File: src/rtl/param_frame_rx.sv
// rtl/param_frame_rx.sv - UART parameter-frame receiver with atomic commit
// Optional XOR checksum byte and CHECK state: define PARAM_CHECKSUM_EN.
module param_frame_rx #(
  parameter int unsigned REG_SIZE       = 14,
  parameter logic [7:0]  SYNC_BYTE      = 8'hA5,
  parameter int unsigned TIMEOUT_CYCLES = 65535
) (
  input  logic                  clk,
  input  logic                  rst,
  input  logic                  rx_valid,
  input  logic [7:0]            rx_byte,
  input  logic                  rx_error,
  output logic [8*REG_SIZE-1:0] params,
  output logic                  param_load,
  output logic                  frame_err,
  output logic                  busy
);

  localparam int unsigned   W              = 8 * REG_SIZE;
  localparam logic [111:0]  DEFAULT_PARAMS = 112'hC000_14CD_7240_6A00_5555_7300_0400;
  localparam logic [W-1:0]  PARAM_RESET    = W'(DEFAULT_PARAMS);
  localparam logic [3:0]    LAST_IDX       = 4'(REG_SIZE - 1);
  localparam logic [15:0]   GAP_LIMIT      = 16'(TIMEOUT_CYCLES - 1);

`ifdef PARAM_CHECKSUM_EN
  typedef enum logic [1:0] {S_IDLE, S_PAYLOAD, S_CHECK} state_t;
  logic [7:0]   xor_q;
`else
  typedef enum logic [1:0] {S_IDLE, S_PAYLOAD} state_t;
`endif

  state_t       state_q;
  logic [3:0]   idx_q;
  logic [15:0]  gap_q;
  logic [W-1:0] shadow_q;
  logic [W-1:0] shadow_d;
  logic [W-1:0] params_q;
  logic         load_q;
  logic         err_q;

  // Shadow buffer with the current byte dropped into slot idx_q (byte 0 at the MSBs).
  always_comb begin
    shadow_d = shadow_q;
    for (int i = 0; i < int'(REG_SIZE); i++) begin
      if (idx_q == 4'(i)) begin
        shadow_d[W-8-8*i +: 8] = rx_byte;
      end
    end
  end

  always_ff @(posedge clk) begin
    if (rst) begin
      state_q  <= S_IDLE;
      idx_q    <= 4'd0;
      gap_q    <= 16'd0;
      shadow_q <= '0;
      params_q <= PARAM_RESET;
      load_q   <= 1'b0;
      err_q    <= 1'b0;
`ifdef PARAM_CHECKSUM_EN
      xor_q    <= 8'd0;
`endif
    end else begin
      load_q <= 1'b0;
      err_q  <= 1'b0;
      case (state_q)
        S_IDLE: begin
          if (rx_valid && rx_byte == SYNC_BYTE) begin
            state_q <= S_PAYLOAD;
            idx_q   <= 4'd0;
            gap_q   <= 16'd0;
`ifdef PARAM_CHECKSUM_EN
            xor_q   <= 8'd0;
`endif
          end
        end

        S_PAYLOAD: begin
          if (rx_error) begin
            err_q   <= 1'b1;
            state_q <= S_IDLE;
            gap_q   <= 16'd0;
          end else if (rx_valid) begin
            shadow_q <= shadow_d;
            idx_q    <= idx_q + 4'd1;
            gap_q    <= 16'd0;
`ifdef PARAM_CHECKSUM_EN
            xor_q    <= xor_q ^ rx_byte;
            if (idx_q == LAST_IDX) begin
              state_q <= S_CHECK;
            end
`else
            // Last byte: commit the merged buffer on this same edge.
            if (idx_q == LAST_IDX) begin
              params_q <= shadow_d;
              load_q   <= 1'b1;
              state_q  <= S_IDLE;
            end
`endif
          end else if (gap_q == GAP_LIMIT) begin
            err_q   <= 1'b1;
            state_q <= S_IDLE;
            gap_q   <= 16'd0;
          end else begin
            gap_q <= gap_q + 16'd1;
          end
        end

`ifdef PARAM_CHECKSUM_EN
        S_CHECK: begin
          if (rx_error) begin
            err_q   <= 1'b1;
            state_q <= S_IDLE;
            gap_q   <= 16'd0;
          end else if (rx_valid) begin
            if (rx_byte == xor_q) begin
              params_q <= shadow_q;
              load_q   <= 1'b1;
            end else begin
              err_q <= 1'b1;
            end
            state_q <= S_IDLE;
            gap_q   <= 16'd0;
          end else if (gap_q == GAP_LIMIT) begin
            err_q   <= 1'b1;
            state_q <= S_IDLE;
            gap_q   <= 16'd0;
          end else begin
            gap_q <= gap_q + 16'd1;
          end
        end
`endif

        default: state_q <= S_IDLE;
      endcase
    end
  end

  assign params     = params_q;
  assign param_load = load_q;
  assign frame_err  = err_q;
  assign busy       = (state_q != S_IDLE);

endmodule

File: config.mk
export PLATFORM = sky130hd
export DESIGN_NAME = param_frame_rx
export DESIGN_NICKNAME = d
export VERILOG_FILES = /design/src/rtl/param_frame_rx.sv
export SDC_FILE = /design/constraint.sdc
export NUM_CORES = 1
export LEC_CHECK = 0
export CAP_MARGIN = 30
export CORE_MARGIN = 8
export CORE_UTILIZATION = 30
export DETAILED_ROUTE_END_ITERATION = 12
export PLACE_DENSITY_LB_ADDON = 0.05
export SLEW_MARGIN = 20
export SYNTH_ARGS = -nofsm -noshare
export SYNTH_HDL_FRONTEND = slang
export SYNTH_SLANG_ARGS = --single-unit
File: constraint.sdc
create_clock -name clk -period 2.4 [get_ports clk]
set_input_delay 0.24 -clock clk [delete_from_list [all_inputs] [get_ports clk]]
set_output_delay 0.24 -clock clk [all_outputs]
set_load 0.03 [all_outputs]
Yosys cells after proc, flatten, opt, wreduce, memory -nomap -nowiden
Cells that the tools add are included.
W data, S select, Z words.
- word-level logic and storage cells: 78
- bits of input ports: 12
- register bits: 248
- output and inout bits: 115
- reductions and logical operators: 12
- bitwise logic cells: 3
- equal/unequal tests: 21
- mux-type cells: 33
- $add $sub $neg: 2
- operator list (operator ; number):
    $mux W8 ; 14
    $mux W16 ; 4
    $pmux W16 S2 ; 1
    $eq A4 B4 Y1 const B ; 6
    $add A16 B1 Y16 const B ; 1
    $eq A16 B16 Y1 const B ; 1
    $eq A4 B3 Y1 const B ; 4
    $mux W4 ; 3
    $mux W2 ; 5
    $eq A4 B2 Y1 const B ; 2
    $eq A8 B8 Y1 const B ; 1
    $ne A4 B4 Y1 const B ; 2
    $pmux W4 S2 ; 1
    $reduce_and A4 Y1 ; 2
    $ne A2 B2 Y1 const B ; 3
    $reduce_and A3 Y1 ; 2
    $add A4 B1 Y4 const B ; 1
    $eq A4 B1 Y1 const B ; 1
    $logic_not A4 Y1 ; 1
    $mux W1 ; 4
    $pmux W2 S2 ; 1
    $reduce_bool A2 Y1 ; 2
    $reduce_or A4 Y1 ; 1
    $not A1 Y1 ; 3
    other kinds (5) ; 5

Logic depth before layout (Yosys ltp)
- depth in word-level cells: 5
- mapped depth: 9
- mapped depth without buffers: 6

Least setup slack after synthesis
Ideal clock, no wire load.
- path kind: reg2reg
- start: register gap_q[0]
- end: register gap_q[12]
- cell stages (with the launch flop): 6
- path slack: 530 ps
- period minus slack after synthesis: 1870 ps
- required time: 2280 ps
- setup time: 120 ps
- data arrival time: 1750 ps
- buffers on the path: 0
- cell sequence: dfxtp_1 ha_1 nand4_1 or4_1 and4_1 a211o_1
- word-level cells in the longest chain between the ends: 5
- elaborated cells on any way between the ends: 6
- classes of those cells: add/sub (1); eq/ne (1); mux (4)
- ends and longest elaborated chain (what ; RTL line ; text):
    start: declaration ; 34 ; logic [15:0] gap_q;
    start signal: assignment ; 105 ; gap_q <= gap_q + 16'd1;
    $add A16 B1 Y16 / $eq A16 B16 Y1 (equally long branches) ; 105, 100 ;
    $mux W16 * ; 100 ; end else if (gap_q == GAP_LIMIT) begin
    $mux W16 * ; 83 ; end else if (rx_valid) begin
    $mux W16 * ; 79 ; if (rx_error) begin
    $pmux W16 S2 * ; 66 ; case (state_q)
Mark *: on every way between the ends. The rest lies on a longest branch, timed or not.
A chain may end at the register's enable or synchronous reset.

Worst setup path after layout
- start: register state_q[0]
- end: output port busy
- word-level cells in the longest chain between the ends: 1
- ends and longest elaborated chain (what ; RTL line ; text):
    start: declaration ; 32 ; state_t state_q;
    start signal: assignment ; 53 ; state_q <= S_IDLE;
    start signal: assignment ; 69 ; state_q <= S_PAYLOAD;
    start signal: assignment ; 81 ; state_q <= S_IDLE;
    $reduce_bool A2 Y1 ; 142 ; assign busy = (state_q != S_IDLE);
    end: declaration ; 16 ; output logic busy
Every way passes these cells.

==> results.py <==
metrics = {
    "floorplanning": {
        "io_pins": 127,
        "initial_core_util_pct": 30.2,
        "core.rowCount": 63,
        "core_um2": 29400,
        "die_h_um": 188,
        "die_area_um2": 35300,
        "die_w_um": 188,
    },
    "clocking": {
        "cts_hold_repair.buffers": 1,
        "cts_sinks": 239,
        "cts-resized-gates": 0,
        "cts.clk_slew.worst_paths_ps": 60,
        "cts_made_buffers": 28,
        "cts_buffer_depth": 3,
        "cts_tree": "done",
        "clock_latency_ps": 530,
        "post_cts_buffers": 0,
        "htreeDepth": 1,
        "cts_root_buf": "clkbuf_16",
    },
    "yosys": {
        "ys_types": 49,
        "netlist_area_um2": 8870,
        "synth-edff-count": 0,
        "syn_area_per_cell_um2": 8.96,
        "yosys_warnings": 0,
        "synth_top_cell_by_area": "dfxtp_1",
        "synth_ff_type": "dfxtp_1",
        "ys_top_cells_by_area": "dfxtp_1, mux2i_1, nand2_1, nor2_1, a21oi_1",
        "synthesis.nets": 1009,
        "synth_seq_cells": 239,
        "yosysMostFrequentCell": "dfxtp_1",
        "synth_common_cells": "dfxtp_1, nand2_1, nor2_1",
        "async_flop_share_pct": 0,
        "synth_top_area_share_pct": 53.9,
        "ys_seq_area_share_pct": 53.9,
        "netlist_instances": 991,
    },
    "detailed_routing": {
        "drt_drc_violations_left": 0,
        "routed_wl_um": 25600,
        "wl_per_cell_um": 16.8,
        "ant_nets": 0,
        "firstDrtPassIters": 4,
        "initialDrtViolationCount": 293,
        "vias": 7029,
        "vias_per_cell": 4.60,
    },
    "power_and_ir_drop": {
        "powerDensity_nw_per_um2": 753,
        "ir_drop_mv": 0.450,
        "power.leakage_nw": 4.99,
    },
    "min_path": {
        "hp-class": "flip-flop to flip-flop",
        "min_from": "shadow_q[21]",
        "hold_depth": 2,
        "hold_end": "params[21]",
    },
    "critical_path": {
        "worst-path-stages": 2,
        "crit_family": "buffers and inverters",
        "startpoint_type": "flip-flop",
        "crit_type": "flip-flop to output pin",
        "cp_slowest_cell": "clkdlybuf4s50_1",
        "reg2reg_depth": 5,
        "reg2reg_to": "gap_q[12]",
        "end_kind": "output pin",
        "ff2ff_setup_slack_ps": 450,
        "path_max_fanout": 13,
        "cp_slowest_stage_delay_ps": 700,
        "arrival_ps": 1730,
        "required_ps": 2160,
        "crit_chain": "buf_4 -> clkdlybuf4s50_1",
        "r2r_start": "gap_q[0]",
        "path_buf_inv": 2,
    },
    "place": {
        "io_buffers": 126,
        "hpwl_um": 15200,
        "gp_congestion": 0.775,
        "dp_slack_ps": 201,
        "dp_cells": 1476,
    },
    "grt": {
        "overflow": 0,
        "grt_max_degree": 190,
        "grtUsageTotal_pct": 14.1,
        "grt_pass1_wl_um": 40600,
        "antenna_found_initial": 0,
        "grt_pass1_vias": 7016,
    },
    "timing": {
        "fin_hold_ws_ps": 446,
        "finalHoldViolCount": 0,
        "fin_ws_ps": 427,
        "fin_crit_ps": 1970,
        "rsz0062_at_grt": "no",
        "slew_headroom_pct": 30.1,
        "tightest_slew_ps": 1050,
        "fmax_ghz": 0.507,
        "slew_violations": 0,
        "skew_ps": 8.06,
        "finalCritPeriodShare_pct": 82.2,
        "setup_viol": 0,
        "tns_ps": 0,
    },
    "cells_and_area": {
        "finalNonFillerCells": 1528,
        "drive_above_1_share_pct": 8.08,
        "final_util_pct": 40.0,
        "nets": 1135,
        "insertedDiodeCount": 0,
        "area_growth_pct": 32.4,
    },
    "outcome": {
        "status": "finished, final reports clean",
    },
    "job": {
        "drv_cap": 0,
    },
}
-- power by group --
group | switching (mW) | total (mW) | internal [mW]
registers | 0.00198 | 3.97 | 3.97
logic | 0.142 | 0.186 | 0.0437
clock network | 1.66 | 4.69 | 3.03
-- how the worst max path moves through the flow --
stage                     from   endpoint  slack (ps)
floorplan             gap_q[0]  gap_q[12]         530
detailed placement    rx_valid  gap_q[14]         200
finish              state_q[0]       busy         430
global placement      rx_valid  gap_q[11]         240
global route        state_q[0]       busy         350
CTS                 state_q[0]       busy         390
-- routing by layer --
layer / GRT usage [%] / wire (um)
met5: 0 / 0
met4: 3.18 / 408
met3: 2.93 / 1200
met2: 22.4 / 11300
met1: 19.4 / 12700
-- registers in the layout (all words and copies together) (netlist names) --
signal      count
params        112
idx_q           4
param_load      1
gap_q          16
frame_err       1
shadow_q      104
state_q         1
-- area by class of cell --
class / count / area [um2]
flip-flops and latches: 239 / 4780
clock buffers: 40 / 827
fillers: 2992 / 17700
inverters: 6 / 22.5
multi-input cells: 677 / 3800
well taps: 390 / 488
repair buffers: 165 / 1620
clock inverters: 11 / 209
-- layout by cell type, fill, tap and decap left out, types with 8 or more instances in the layout --
cell type / n
clkbuf_16: 29
mux2i_1: 111
clkdlybuf4s50_1: 125
a21oi_1: 78
nand2_1: 220
nand4_1: 10
nor2_1: 117
or3_1: 9
buf_4: 33
nand3_1: 48
a211oi_1: 8
dfxtp_1: 239
a31oi_1: 10
-- kinds of logic (layout without fill, tap and decap cells) --
family          Yosys count  count (layout)  synth area share (%)
simple gates            442             442                  21.4
buf+inv                  75             222                  3.40
xor+xnor                  4               4                 0.395
flops                   239             239                  53.9
fa+ha+maj                 6               6                 0.846
compound gates          114             114                  7.51
mux                     111             111                  12.5
-- worst reg2reg max path, stage by stage (launching register included) --
cell and delay, ps:
dfxtp_1 330, ha_1 240, nand4_1 220, or4_1 570, and4_1 220, a211o_1 260
-- metrics by stage --
step	instance area (um2)	power, mW
after floorplan	8870	4.14
after global placement	10700	4.25
after detailed placement	10700	4.25
after CTS	11800	9.03
after global routing	11800	9.18
final	11800	8.85
No activity file was read; power rests on OpenSTA's default activity.
